==> config.mk <==
export PLATFORM = sky130hd
export DESIGN_NAME = gesture_match_engine
export DESIGN_NICKNAME = d
export VERILOG_FILES = /design/src/rtl/gesture_match_engine.sv
export SDC_FILE = /design/constraint.sdc
export NUM_CORES = 1
export LEC_CHECK = 0
export CAP_MARGIN = 25
export CORE_AREA = 2 2 255 257
export CTS_CLUSTER_DIAMETER = 80
export DETAILED_ROUTE_END_ITERATION = 8
export DIE_AREA = 0 0 257 259
export GPL_ROUTABILITY_DRIVEN = 0
export SYNTH_ARGS = -nofsm -noshare
export SYNTH_HDL_FRONTEND = slang
export SYNTH_SLANG_ARGS = --single-unit
==> constraint.sdc <==
create_clock -name i_clk -period 30.6 [get_ports i_clk]
set_input_delay 9.18 -clock i_clk [delete_from_list [all_inputs] [get_ports i_clk]]
set_output_delay 9.18 -clock i_clk [all_outputs]
set_load 0.02 [all_outputs]
==> src/rtl/gesture_match_engine.sv <==
// Template store / match engine: enrolls the held test vector into an SRAM slot, or scans every
// enrolled slot with a dot-product score and reports the best slot or a reject.
module gesture_match_engine #(
  parameter int N_PTS     = 16,
  parameter int COORD_W   = 8,
  parameter int N_TMPL    = 26,
  parameter int SLOT_LOG2 = 10,
  parameter int ADDR_W    = 20,
  parameter int PIDX_W    = $clog2(N_PTS),
  parameter int TIDX_W    = $clog2(N_TMPL),
  parameter int SCORE_W   = 2*COORD_W + 1 + PIDX_W
) (
  input  logic                      i_clk,
  input  logic                      i_rst,
  input  logic                      i_vec_valid,
  input  logic [PIDX_W-1:0]         i_vec_idx,
  input  logic [COORD_W-1:0]        i_vec_x,
  input  logic [COORD_W-1:0]        i_vec_y,
  input  logic                      i_start,
  input  logic                      i_mode,
  input  logic [TIDX_W-1:0]         i_slot,
  input  logic                      i_clear,
  input  logic signed [SCORE_W-1:0] i_threshold,
  output logic                      o_mem_req,
  output logic                      o_mem_we,
  output logic [ADDR_W-1:0]         o_mem_addr,
  output logic [2*COORD_W-1:0]      o_mem_wdata,
  input  logic                      i_mem_gnt,
  input  logic                      i_mem_rvalid,
  input  logic [2*COORD_W-1:0]      i_mem_rdata,
  output logic                      o_busy,
  output logic                      o_done,
  output logic [TIDX_W-1:0]         o_match_idx,
  output logic signed [SCORE_W-1:0] o_match_score,
  output logic                      o_reject,
  output logic [N_TMPL-1:0]         o_tmpl_valid
);
  // One extra bit so the slot walker can step past the last slot.
  localparam int SW = TIDX_W + 1;

  typedef enum logic [2:0] {S_IDLE, S_ENROLL, S_SCAN_SEL, S_FETCH, S_WAIT, S_DONE} state_t;

  state_t                     state_q, state_d;
  logic [SW-1:0]              slot_q;
  logic [PIDX_W-1:0]          pt_q;
  logic                       mode_q, found_q, reject_q;
  logic signed [SCORE_W-1:0]  acc_q, best_q, score_q;
  logic [TIDX_W-1:0]          best_idx_q, match_idx_q;
  logic [N_TMPL-1:0]          tmpl_valid_q, slot_hit;
  logic signed [COORD_W-1:0]  vx_q [N_PTS];
  logic signed [COORD_W-1:0]  vy_q [N_PTS];

  logic idle, pt_last, slot_ok, slot_last, slot_valid, enroll_fin;
  logic signed [COORD_W-1:0]   lx, ly;
  logic signed [2*COORD_W-1:0] px, py;
  logic signed [SCORE_W-1:0]   acc_sum;

  assign idle       = (state_q == S_IDLE);
  assign pt_last    = (pt_q == PIDX_W'(N_PTS-1));
  assign slot_ok    = (slot_q < SW'(N_TMPL));
  assign slot_last  = (slot_q == SW'(N_TMPL-1));
  assign slot_valid = |(slot_hit & tmpl_valid_q);
  assign enroll_fin = (state_q == S_ENROLL) && slot_ok && i_mem_gnt && pt_last;

  genvar gi;
  generate
    for (gi = 0; gi < N_TMPL; gi++) begin : g_hit
      assign slot_hit[gi] = (slot_q == SW'(gi));
    end
  endgenerate

  // Library point arrives as {x,y}; products are sign-extended into the full score width.
  assign lx      = i_mem_rdata[2*COORD_W-1:COORD_W];
  assign ly      = i_mem_rdata[COORD_W-1:0];
  assign px      = vx_q[pt_q] * lx;
  assign py      = vy_q[pt_q] * ly;
  assign acc_sum = acc_q + {{(SCORE_W-2*COORD_W){px[2*COORD_W-1]}}, px}
                         + {{(SCORE_W-2*COORD_W){py[2*COORD_W-1]}}, py};

  always_ff @(posedge i_clk or posedge i_rst) begin
    if (i_rst) state_q <= S_IDLE;
    else       state_q <= state_d;
  end

  always_comb begin
    state_d = state_q;
    unique case (state_q)
      S_IDLE:     if (i_start) state_d = i_mode ? S_ENROLL : S_SCAN_SEL;
      S_ENROLL:   if (!slot_ok || (i_mem_gnt && pt_last)) state_d = S_DONE;
      S_SCAN_SEL: if (!slot_ok)       state_d = S_DONE;
                  else if (slot_valid) state_d = S_FETCH;
                  else if (slot_last)  state_d = S_DONE;
      S_FETCH:    if (i_mem_gnt) state_d = S_WAIT;
      S_WAIT:     if (i_mem_rvalid) state_d = pt_last ? S_SCAN_SEL : S_FETCH;
      S_DONE:     state_d = S_IDLE;
      default:    state_d = S_IDLE;
    endcase
  end

  always_comb begin
    o_mem_req   = 1'b0;
    o_mem_we    = 1'b0;
    o_mem_addr  = '0;
    o_mem_wdata = '0;
    if ((state_q == S_ENROLL && slot_ok) || state_q == S_FETCH) begin
      o_mem_req  = 1'b1;
      o_mem_we   = (state_q == S_ENROLL);
      o_mem_addr = (ADDR_W'(slot_q) << SLOT_LOG2) | ADDR_W'(pt_q);
      if (state_q == S_ENROLL) o_mem_wdata = {vx_q[pt_q], vy_q[pt_q]};
    end
  end

  always_ff @(posedge i_clk or posedge i_rst) begin
    if (i_rst) begin
      for (int p = 0; p < N_PTS; p++) begin
        vx_q[p] <= '0;
        vy_q[p] <= '0;
      end
    end else if (idle && i_vec_valid) begin
      for (int p = 0; p < N_PTS; p++) begin
        if (i_vec_idx == PIDX_W'(p)) begin
          vx_q[p] <= i_vec_x;
          vy_q[p] <= i_vec_y;
        end
      end
    end
  end

  // Clear in IDLE and the enroll set can never coincide, so the order here is immaterial.
  always_ff @(posedge i_clk or posedge i_rst) begin
    if (i_rst)                 tmpl_valid_q <= '0;
    else if (idle && i_clear)  tmpl_valid_q <= '0;
    else if (enroll_fin)       tmpl_valid_q <= tmpl_valid_q | slot_hit;
  end

  always_ff @(posedge i_clk or posedge i_rst) begin
    if (i_rst) begin
      slot_q <= '0; pt_q <= '0; mode_q <= 1'b0; found_q <= 1'b0;
      acc_q <= '0; best_q <= '0; best_idx_q <= '0;
      match_idx_q <= '0; score_q <= '0; reject_q <= 1'b0;
    end else begin
      unique case (state_q)
        S_IDLE: if (i_start) begin
          mode_q  <= i_mode;
          slot_q  <= i_mode ? SW'(i_slot) : '0;
          pt_q    <= '0;
          found_q <= 1'b0;
        end
        S_ENROLL: if (slot_ok && i_mem_gnt) pt_q <= pt_q + 1'b1;
        S_SCAN_SEL: if (slot_ok && slot_valid) begin
          acc_q <= '0;
          pt_q  <= '0;
        end else begin
          slot_q <= slot_q + 1'b1;
        end
        S_WAIT: if (i_mem_rvalid) begin
          acc_q <= acc_sum;
          pt_q  <= pt_q + 1'b1;
          if (pt_last) begin
            slot_q <= slot_q + 1'b1;
            // Strict compare: ties keep the earlier (lower) slot.
            if (!found_q || acc_sum > best_q) begin
              best_q     <= acc_sum;
              best_idx_q <= slot_q[TIDX_W-1:0];
              found_q    <= 1'b1;
            end
          end
        end
        S_DONE: if (!mode_q) begin
          match_idx_q <= found_q ? best_idx_q : '0;
          score_q     <= found_q ? best_q : '0;
          reject_q    <= !found_q || (best_q < i_threshold);
        end
        default: ;
      endcase
    end
  end

  assign o_busy        = !idle;
  assign o_done        = (state_q == S_DONE);
  assign o_match_idx   = match_idx_q;
  assign o_match_score = score_q;
  assign o_reject      = reject_q;
  assign o_tmpl_valid  = tmpl_valid_q;
endmodule

==> results of run 1 <==
sequential cells by signal (all words and copies together) (netlist names):
signal / flops
acc_q: 21
best_idx_q: 5
best_q: 21
found_q: 1
mode_q: 1
o_match_idx: 5
o_match_score: 21
o_reject: 1
o_tmpl_valid: 26
pt_q: 4
slot_q: 6
state_q: 3
vx_q: 128
vy_q: 128
worst max path at each step:
stage	startpoint	to	cells past startpoint
global placement	i_mem_rdata[8]	best_idx_q[1]	32
detailed placement	i_mem_rdata[10]	best_q[3]	32
floorplan	i_rst	acc_q[0]	1
CTS	i_mem_rdata[10]	best_q[3]	32
finish	i_mem_rdata[10]	best_q[3]	32
global route	i_mem_rdata[10]	best_q[3]	32
area by class of cell:
cell class,count,area share [%]
antenna,2,0.0178
clock buffer,59,4.37
clock inverter,16,0.936
inverter,242,3.26
multi-input combinational,1325,48.0
sequential,371,33.1
tap,855,3.81
timing repair buffer,178,6.57
worst register-to-register path: cells and delay by family (launching register included):
kind | cells | cell delay [ps]
adder cells (fa/ha/maj) | 8 | 3440
AO/OA/AOI/OAI | 12 | 3050
multiplexers | 3 | 1700
buffers and inverters | 5 | 930
XOR/XNOR | 2 | 890
flip-flops | 1 | 880
AND/OR/NAND/NOR | 4 | 780
metrics by stage:
stage | hold slack [ps] | instance area (um^2) | instances | worst slack, ps
after floorplan | 464 | 24100 | 2036 | 11120
after global placement | 464 | 26400 | 2963 | 12290
after detailed placement | 471 | 26500 | 2969 | 12020
after CTS | 484 | 28000 | 3044 | 12590
after global routing | 511 | 28100 | 3047 | 11980
final | 479 | 28100 | 3048 | 12570
metal layers:
| metal | up-vias | track usage [%] |
|---|---|---|
| met3 | 88 | 2.63 |
| met5 | - | 0 |
| met1 | 8116 | 23.0 |
| met2 | 261 | 32.9 |
| li1 | 7246 | - |
| met4 | 4 | 4.59 |
layout by cell type, fill, tap and decap left out, types with 6 or more instances in the layout:
cell	netlist	final
fa_1	131	131
a22o_1	21	21
o31ai_1	21	21
clkbuf_1	51	7
a21o_1	19	19
clkdlybuf4s50_1	0	152
conb_1	1	10
clkinv_2	0	6
nand3_1	16	16
mux4_2	80	80
nand4_1	6	6
inv_1	241	240
clkbuf_8	0	9
and3_1	8	8
clkbuf_16	0	43
xnor2_1	44	44
nor3_2	7	7
a31oi_1	9	9
a21oi_1	78	78
xor2_1	8	8
dfrtp_1	371	369
and2_1	115	115
a211oi_1	12	12
buf_4	12	17
mux2_2	280	280
nor2b_1	13	10
ha_1	123	123
o21bai_1	8	8
nand2_1	91	91
nor3_1	16	15
nor2_1	84	84
o21ai_0	35	35
nand2b_1	14	13
cell families (layout without fill, tap and decap cells):
group,after synthesis,count (layout),synth area share (%)
xor+xnor,53,53,1.96
buf+inv,340,495,5.66
mux,365,365,20.8
compound gates,254,254,7.28
fa+ha+maj,254,254,17.3
simple gates,389,389,8.39
flops,371,371,38.6
other cells,1,12,0.0156
==> flow_summary.ini, run 1 <==
[critical_path]
crit_type = input port to flop
cp.required_ps = 31050
cpLargestDelayFamily = adder cells
worst-path-max-fanout = 26
end_kind = flop
critPathLaunchType = input port
crit_top_cell = fa_1
path_buf_inv = 5
reg2reg_slack_ps = 18830
critPathArrivalTime_ps = 18480
r2r-end = best_q[3]
rr_worst_depth = 34
timing.rr.start = pt_q[0]
crit_path_max_incr_delay_ps = 770
crit_path_top_delay_cell = o211ai_4

[detailed_routing]
antenna_left = 0
met2_wirelength_um = 31300
drc = 0
vias = 15700
vias_per_cell = 5.16
met3WireLength_um = 1980
routedWlPerCell_um = 19.7
highest_layer = met5
dr.pass1.iters = 5
drt-total-wl_um = 60100
drt_iter0_drc = 826
drt-met1-wl_um = 25500

[grt]
grt_max_degree = 194
grt_overflow_total = 0
antenna_found_initial = 4
grt_util_all_layers_pct = 18.3
grt_pass1_vias = 16900
grt_pass1_wl_um = 95800

[die]
die-area_um2 = 66600
die_y_um = 259
core-area_um2 = 63900
ios = 163
fp-row-count = 93
initial_utilization_pct = 37.7
die_w_um = 257

[clocking]
cts_sinks = 371
cts.path.max_buffers = 3
numCtsBuffers = 43
cts_max_level = 2
cts-resized-gates = 0
insertion_delay_ps = 590
clk_pin_slew_worst_paths_ps = 60
hold_buffers = 0
tritoncts = done
cts_root_buf = clkbuf_16
post_cts_buffers = 0

[synthesis]
synth_cell_type_count = 76
avgSynthCellArea_um2 = 11.9
ys_seq_elements = 371
synth_area_leaders = dfrtp_1 39%, mux2_2 13%, fa_1 11%
synth_edf_count = 0
synth_ff_type = dfrtp_1
yosysSeqAreaShare_pct = 38.6
synthArstFlopShare_pct = 100
yosysTopAreaCell = dfrtp_1
yosysTopAreaCellShare_pct = 38.6
yosysWarnings = 0
syn-instance-count = 2027
synth_common_cells = 371 x dfrtp_1, 280 x mux2_2, 241 x inv_1
synth_most_common_cell = dfrtp_1
netlist_area_um2 = 24100

[layout]
nFillCells = 5868
final_util_pct = 44.0
regArea_um2 = 9290
multi_input_area_um2 = 13500
area_growth_pct = 16.7
drive_above_1_share_pct = 22.3
final_nets = 2485

[timing]
fmax_mhz = 55.5
maxSlewViolCount = 0
setup_violations = 0
max_slew_margin_pct = 20.8
tns_ps = 0
period_share_pct = 58.9
fin_skew_ps = 23.4
layout_min_cycle_time_ps = 18030
worstMarginPinSlew_ps = 1190
rsz0062_at_grt = false
hold_viol = 0

[placed_design]
io_buffers = 152
place_hpwl_um = 43700

[flow_run]
cap_violations = 0

[min_path]
min-delay-start = o_match_score[16]
whs_path_depth = 2
hold-path-endpoint = o_match_score[16]
hp-class = flop to flop

[run_status]
outcome = finished clean
Power of run 1 is not shown: default switching activity piles up to over one toggle a cycle in this logic, so the estimate is an artifact.
==> inputs of run 2 (changes only) <==
==> constraint.sdc (replaced) <==
create_clock -name i_clk -period 17.1 [get_ports i_clk]
set_input_delay 5.13 -clock i_clk [delete_from_list [all_inputs] [get_ports i_clk]]
set_output_delay 5.13 -clock i_clk [all_outputs]
set_load 0.02 [all_outputs]
==> run 2 against run 1 <==
  * Setup slack got worse by 9400 ps
  * Critical path type unchanged
  * Clock skew increased by 0.74 ps
  * Count of clock-buffer cells in the layout up 2
  * First-iteration DRC count is 2.5% higher
  * Critical path depth did not move
  * Critical endpoint is now best_idx_q[2]
  * Highest routed layer unchanged
  * Non-clock buffer count rose by 3
  * Largest cell class unchanged
==> flow_summary.ini, run 2 (synthesis results as in run 1) <==
[critical_path]
critPathLaunchType = input port
crit_path_max_incr_delay_ps = 740
end_kind = flop
worst-path-max-fanout = 26
critPathArrivalTime_ps = 14320
rr_worst_depth = 35
reg2reg_slack_ps = 5720
endpoint = best_idx_q[2]
crit_type = input port to flop
timing.rr.start = pt_q[0]
cp.required_ps = 17540
cpLargestDelayFamily = adder cells
crit_top_cell = fa_1
path_buf_inv = 5
r2r-end = best_idx_q[2]
cp_num_cells = 32
crit_path_top_delay_cell = o211ai_4
crit_start = i_mem_rdata[8]

[layout]
fin_cells = 3055
multi_input_area_um2 = 13500
final_util_pct = 43.9
regArea_um2 = 9290
final_nets = 2488
final_cell_mix = 369 x dfrtp_1, 280 x mux2_2, 240 x inv_1
drive_above_1_share_pct = 22.3
layout.cells.most_common = dfrtp_1
area_growth_pct = 16.5
nFillCells = 5881

[detailed_routing]
vias = 15900
antenna_left = 0
met2_wirelength_um = 32000
drc = 0
vias_per_cell = 5.20
drt-total-wl_um = 60800
drt-met1-wl_um = 25100
drt_iter0_drc = 847
routedWlPerCell_um = 19.9
dr.pass1.iters = 5
highest_layer = met5
met3WireLength_um = 2090

[die]
fp-row-count = 93
die_y_um = 259
die-area_um2 = 66600
die_w_um = 257
core-area_um2 = 63900
ios = 163
initial_utilization_pct = 37.7

[flow_run]
cap_violations = 0

[grt]
grt_pass1_wl_um = 97000
grt_util_all_layers_pct = 18.5
grt_overflow_total = 0
antenna_found_initial = 6
grt_max_degree = 122
grt_pass1_vias = 17200

[clocking]
cts.path.max_buffers = 3
cts_max_level = 2
post_cts_buffers = 0
cts_sinks = 371
cts_root_buf = clkbuf_16
cts-resized-gates = 0
tritoncts = done
numCtsBuffers = 43
insertion_delay_ps = 580
clk_pin_slew_worst_paths_ps = 60
hold_buffers = 0

[timing]
fmax_mhz = 72.0
maxSlewViolCount = 0
setup_violations = 0
hold_viol = 0
tns_ps = 0
max_slew_margin_pct = 26.4
fin_skew_ps = 24.2
rsz0062_at_grt = false
layout_min_cycle_time_ps = 13880
period_share_pct = 81.2
finalWorstSetupSlack_ps = 3220
worstMarginPinSlew_ps = 1100

[run_status]
outcome = finished clean

[placed_design]
dp_cells = 2970
place_hpwl_um = 44200
io_buffers = 152
dpl_worst_slack_ps = 2640

[min_path]
hp-class = flop to flop
-- run 2: changes by cell type in the layout (fill, tap and decap cells not counted), sizes merged --
| cell | change |
|---|---|
| clkbuf | +2 |
| bufinv | -2 |
| clkinvlp | +1 |
| buf | +3 |
| clkinv | +3 |
-- run 2: worst min path at each step --
stage / start / to / slack, ps / cells past startpoint
final: o_match_score[19] / o_match_score[19] / 480 / 2
after global placement: o_match_score[15] / o_match_score[15] / 460 / 2
after detailed placement: o_match_score[19] / o_match_score[19] / 470 / 2
after floorplan: best_idx_q[0] / best_idx_q[0] / 460 / 1
after CTS: o_match_score[19] / o_match_score[19] / 480 / 2
after global routing: o_match_idx[2] / o_match_idx[2] / 500 / 2
-- run 2: stage by stage --
stage / hold slack [ps] / instance area (um^2)
floorplan: 464 / 24100
global placement: 463 / 26400
detailed placement: 466 / 26500
CTS: 480 / 27900
global route: 496 / 28000
finish: 476 / 28000
-- run 2: final cells by class --
class                           count  area share (%)
Multi-Input combinational cell   1325            48.1
Antenna cell                        2          0.0179
Clock inverter                     18           0.696
Inverter                          242            3.27
Sequential cell                   371            33.1
Tap cell                          855            3.82
Clock buffer                       61            4.33
Timing Repair Buffer              181            6.66
-- run 2: worst reg2reg max path: cells and delay by family (launching register included) --
family	cells	cell delay, ps
fa+ha+maj	8	3450
compound gates	12	2920
mux	3	1690
buf+inv	6	840
xor+xnor	2	840
simple gates	4	790
flops	1	720
-- run 2: per-layer routing --
layer	track usage (%)	up-vias
met1	22.9	8238
met4	4.96	6
met5	0	-
met3	2.43	97
met2	33.9	285
li1	-	7249
Power of run 2 is left out for the same reason.
==> inputs of run 3 (changes only) <==
==> constraint.sdc (replaced) <==
create_clock -name i_clk -period 13.9 [get_ports i_clk]
set_input_delay 4.17 -clock i_clk [delete_from_list [all_inputs] [get_ports i_clk]]
set_output_delay 4.17 -clock i_clk [all_outputs]
set_load 0.02 [all_outputs]
==> run 3 against run 2 <==
  * Wire length down 0.45%
  * Sequential share of layout area shrank 0.19 points
  * Count of clock-buffer cells in the layout rose by 6
  * Setup slack got worse by 2100 ps
  * First-iteration DRC count fell by 3.0%
  * Cell count increased by 0.29%
  * Register-to-register slack worse by 3100 ps
  * Hold slack got worse by 2.4 ps
  * Critical endpoint is now best_q[14]
==> flow_summary.ini, run 3 (synthesis results as in run 1) <==
[grt]
antenna_found_initial = 4
grt_max_degree = 89
busiest_layer = met2
grt_pass1_wl_um = 95900
use_met3_pct = 2.89
met1_usage_pct = 22.1
grt_overflow_total = 0
grt_util_all_layers_pct = 18.4
use_met2_pct = 34.2
grt_pass1_vias = 17000

[min_path]
hp-class = flop to flop
min-delay-start = o_match_score[16]

[critical_path]
timing.rr.start = pt_q[0]
critPathArrivalTime_ps = 13280
crit_path_max_incr_delay_ps = 570
critPathLaunchType = input port
end_kind = flop
cp.required_ps = 14370
crit_path_top_delay_cell = clkdlybuf4s50_1
worst-path-max-fanout = 14
crit_top_cell = a21oi_1
crit_type = input port to flop
crit_start = i_mem_rdata[2]

[die]
ios = 163
die_w_um = 257
fp-row-count = 93
initial_utilization_pct = 37.7
die-area_um2 = 66600
core-area_um2 = 63900
die_y_um = 259

[detailed_routing]
dr.pass1.iters = 5
drc = 0
drt_iter0_drc = 822
vias = 15800
routedWlPerCell_um = 19.8
vias_per_cell = 5.17
antenna_left = 0
drt-total-wl_um = 60500

[timing]
layout_min_cycle_time_ps = 12810
maxSlewViolCount = 0
period_share_pct = 92.1
hold_ws_ps = 473
fmax_mhz = 78.1
fin_skew_ps = 37.9
max_slew_margin_pct = 39.4
hold_viol = 0
tns_ps = 0
worstMarginPinSlew_ps = 910
rsz0062_at_grt = false
setup_violations = 0

[clocking]
post_cts_buffers = 0
cts_sinks = 371
cts_root_buf = clkbuf_16
cts.path.max_buffers = 3
cts-resized-gates = 0
insertion_delay_ps = 600
tritoncts = done
cts_max_level = 2
numCtsBuffers = 45
hold_buffers = 0
clk_pin_slew_worst_paths_ps = 60

[placed_design]
io_buffers = 152
place_hpwl_um = 43300
placed_cell_area_um2 = 26500

[layout]
drive_above_1_share_pct = 22.7
nFillCells = 5835
final_nets = 2496
final_cell_mix = 369 x dfrtp_1, 280 x mux2_2, 240 x inv_1
fin_area_um2 = 28200
area_growth_pct = 17.1
layout.cells.most_common = dfrtp_1

[run_status]
outcome = finished clean

[flow_run]
cap_violations = 0
## run 3: worst paths after layout
kind	endpoint	slack (ps)	cells past startpoint
setup / recovery	best_q[14]	1090	36
hold / removal	o_match_score[16]	470	2
setup reg to reg	best_q[14]	2610	36
hold reg to reg	o_match_score[16]	470	2
max in group asynchronous	vx_q[3]	7900	4
min in group asynchronous	vy_q[65]	4090	2
## run 3: cell type report
type	instances	area (um^2)	area share [%]
Timing Repair Buffer	187	1840	6.53
Clock inverter	16	293	1.04
Antenna cell	1	2.50	0.00888
Multi-Input combinational cell	1325	13500	47.8
Inverter	242	912	3.24
Sequential cell	371	9290	33.0
Tap cell	855	1070	3.80
Clock buffer	67	1310	4.64
## run 3: through the flow
step,setup WS (ps),utilization [%],instances
CTS,1070,44.0,3060
global route,503,44.1,3064
floorplan,1990,-,2036
detailed placement,451,41.5,2977
finish,1090,44.1,3064
global placement,749,41.5,2976
## run 3: per-layer routing
metal,routed length (um),share of wire [%],up-vias
li1,-,-,7252
met1,24500,40,8206
met2,32400,53,284
met3,2410,4.0,85
met4,1240,2.1,6
met5,34,0.056,-
## run 3: worst max-delay path: cells and delay by family
kind | cells | cell delay, ps
and+or+nand+nor | 4 | 780
AOI/OAI and AO/OA | 16 | 3300
adders and majority gates | 8 | 3150
xor gates and xnor gates | 2 | 440
muxes | 1 | 360
buffers and inverters | 5 | 1070
Power of run 3 is left out for the same reason.
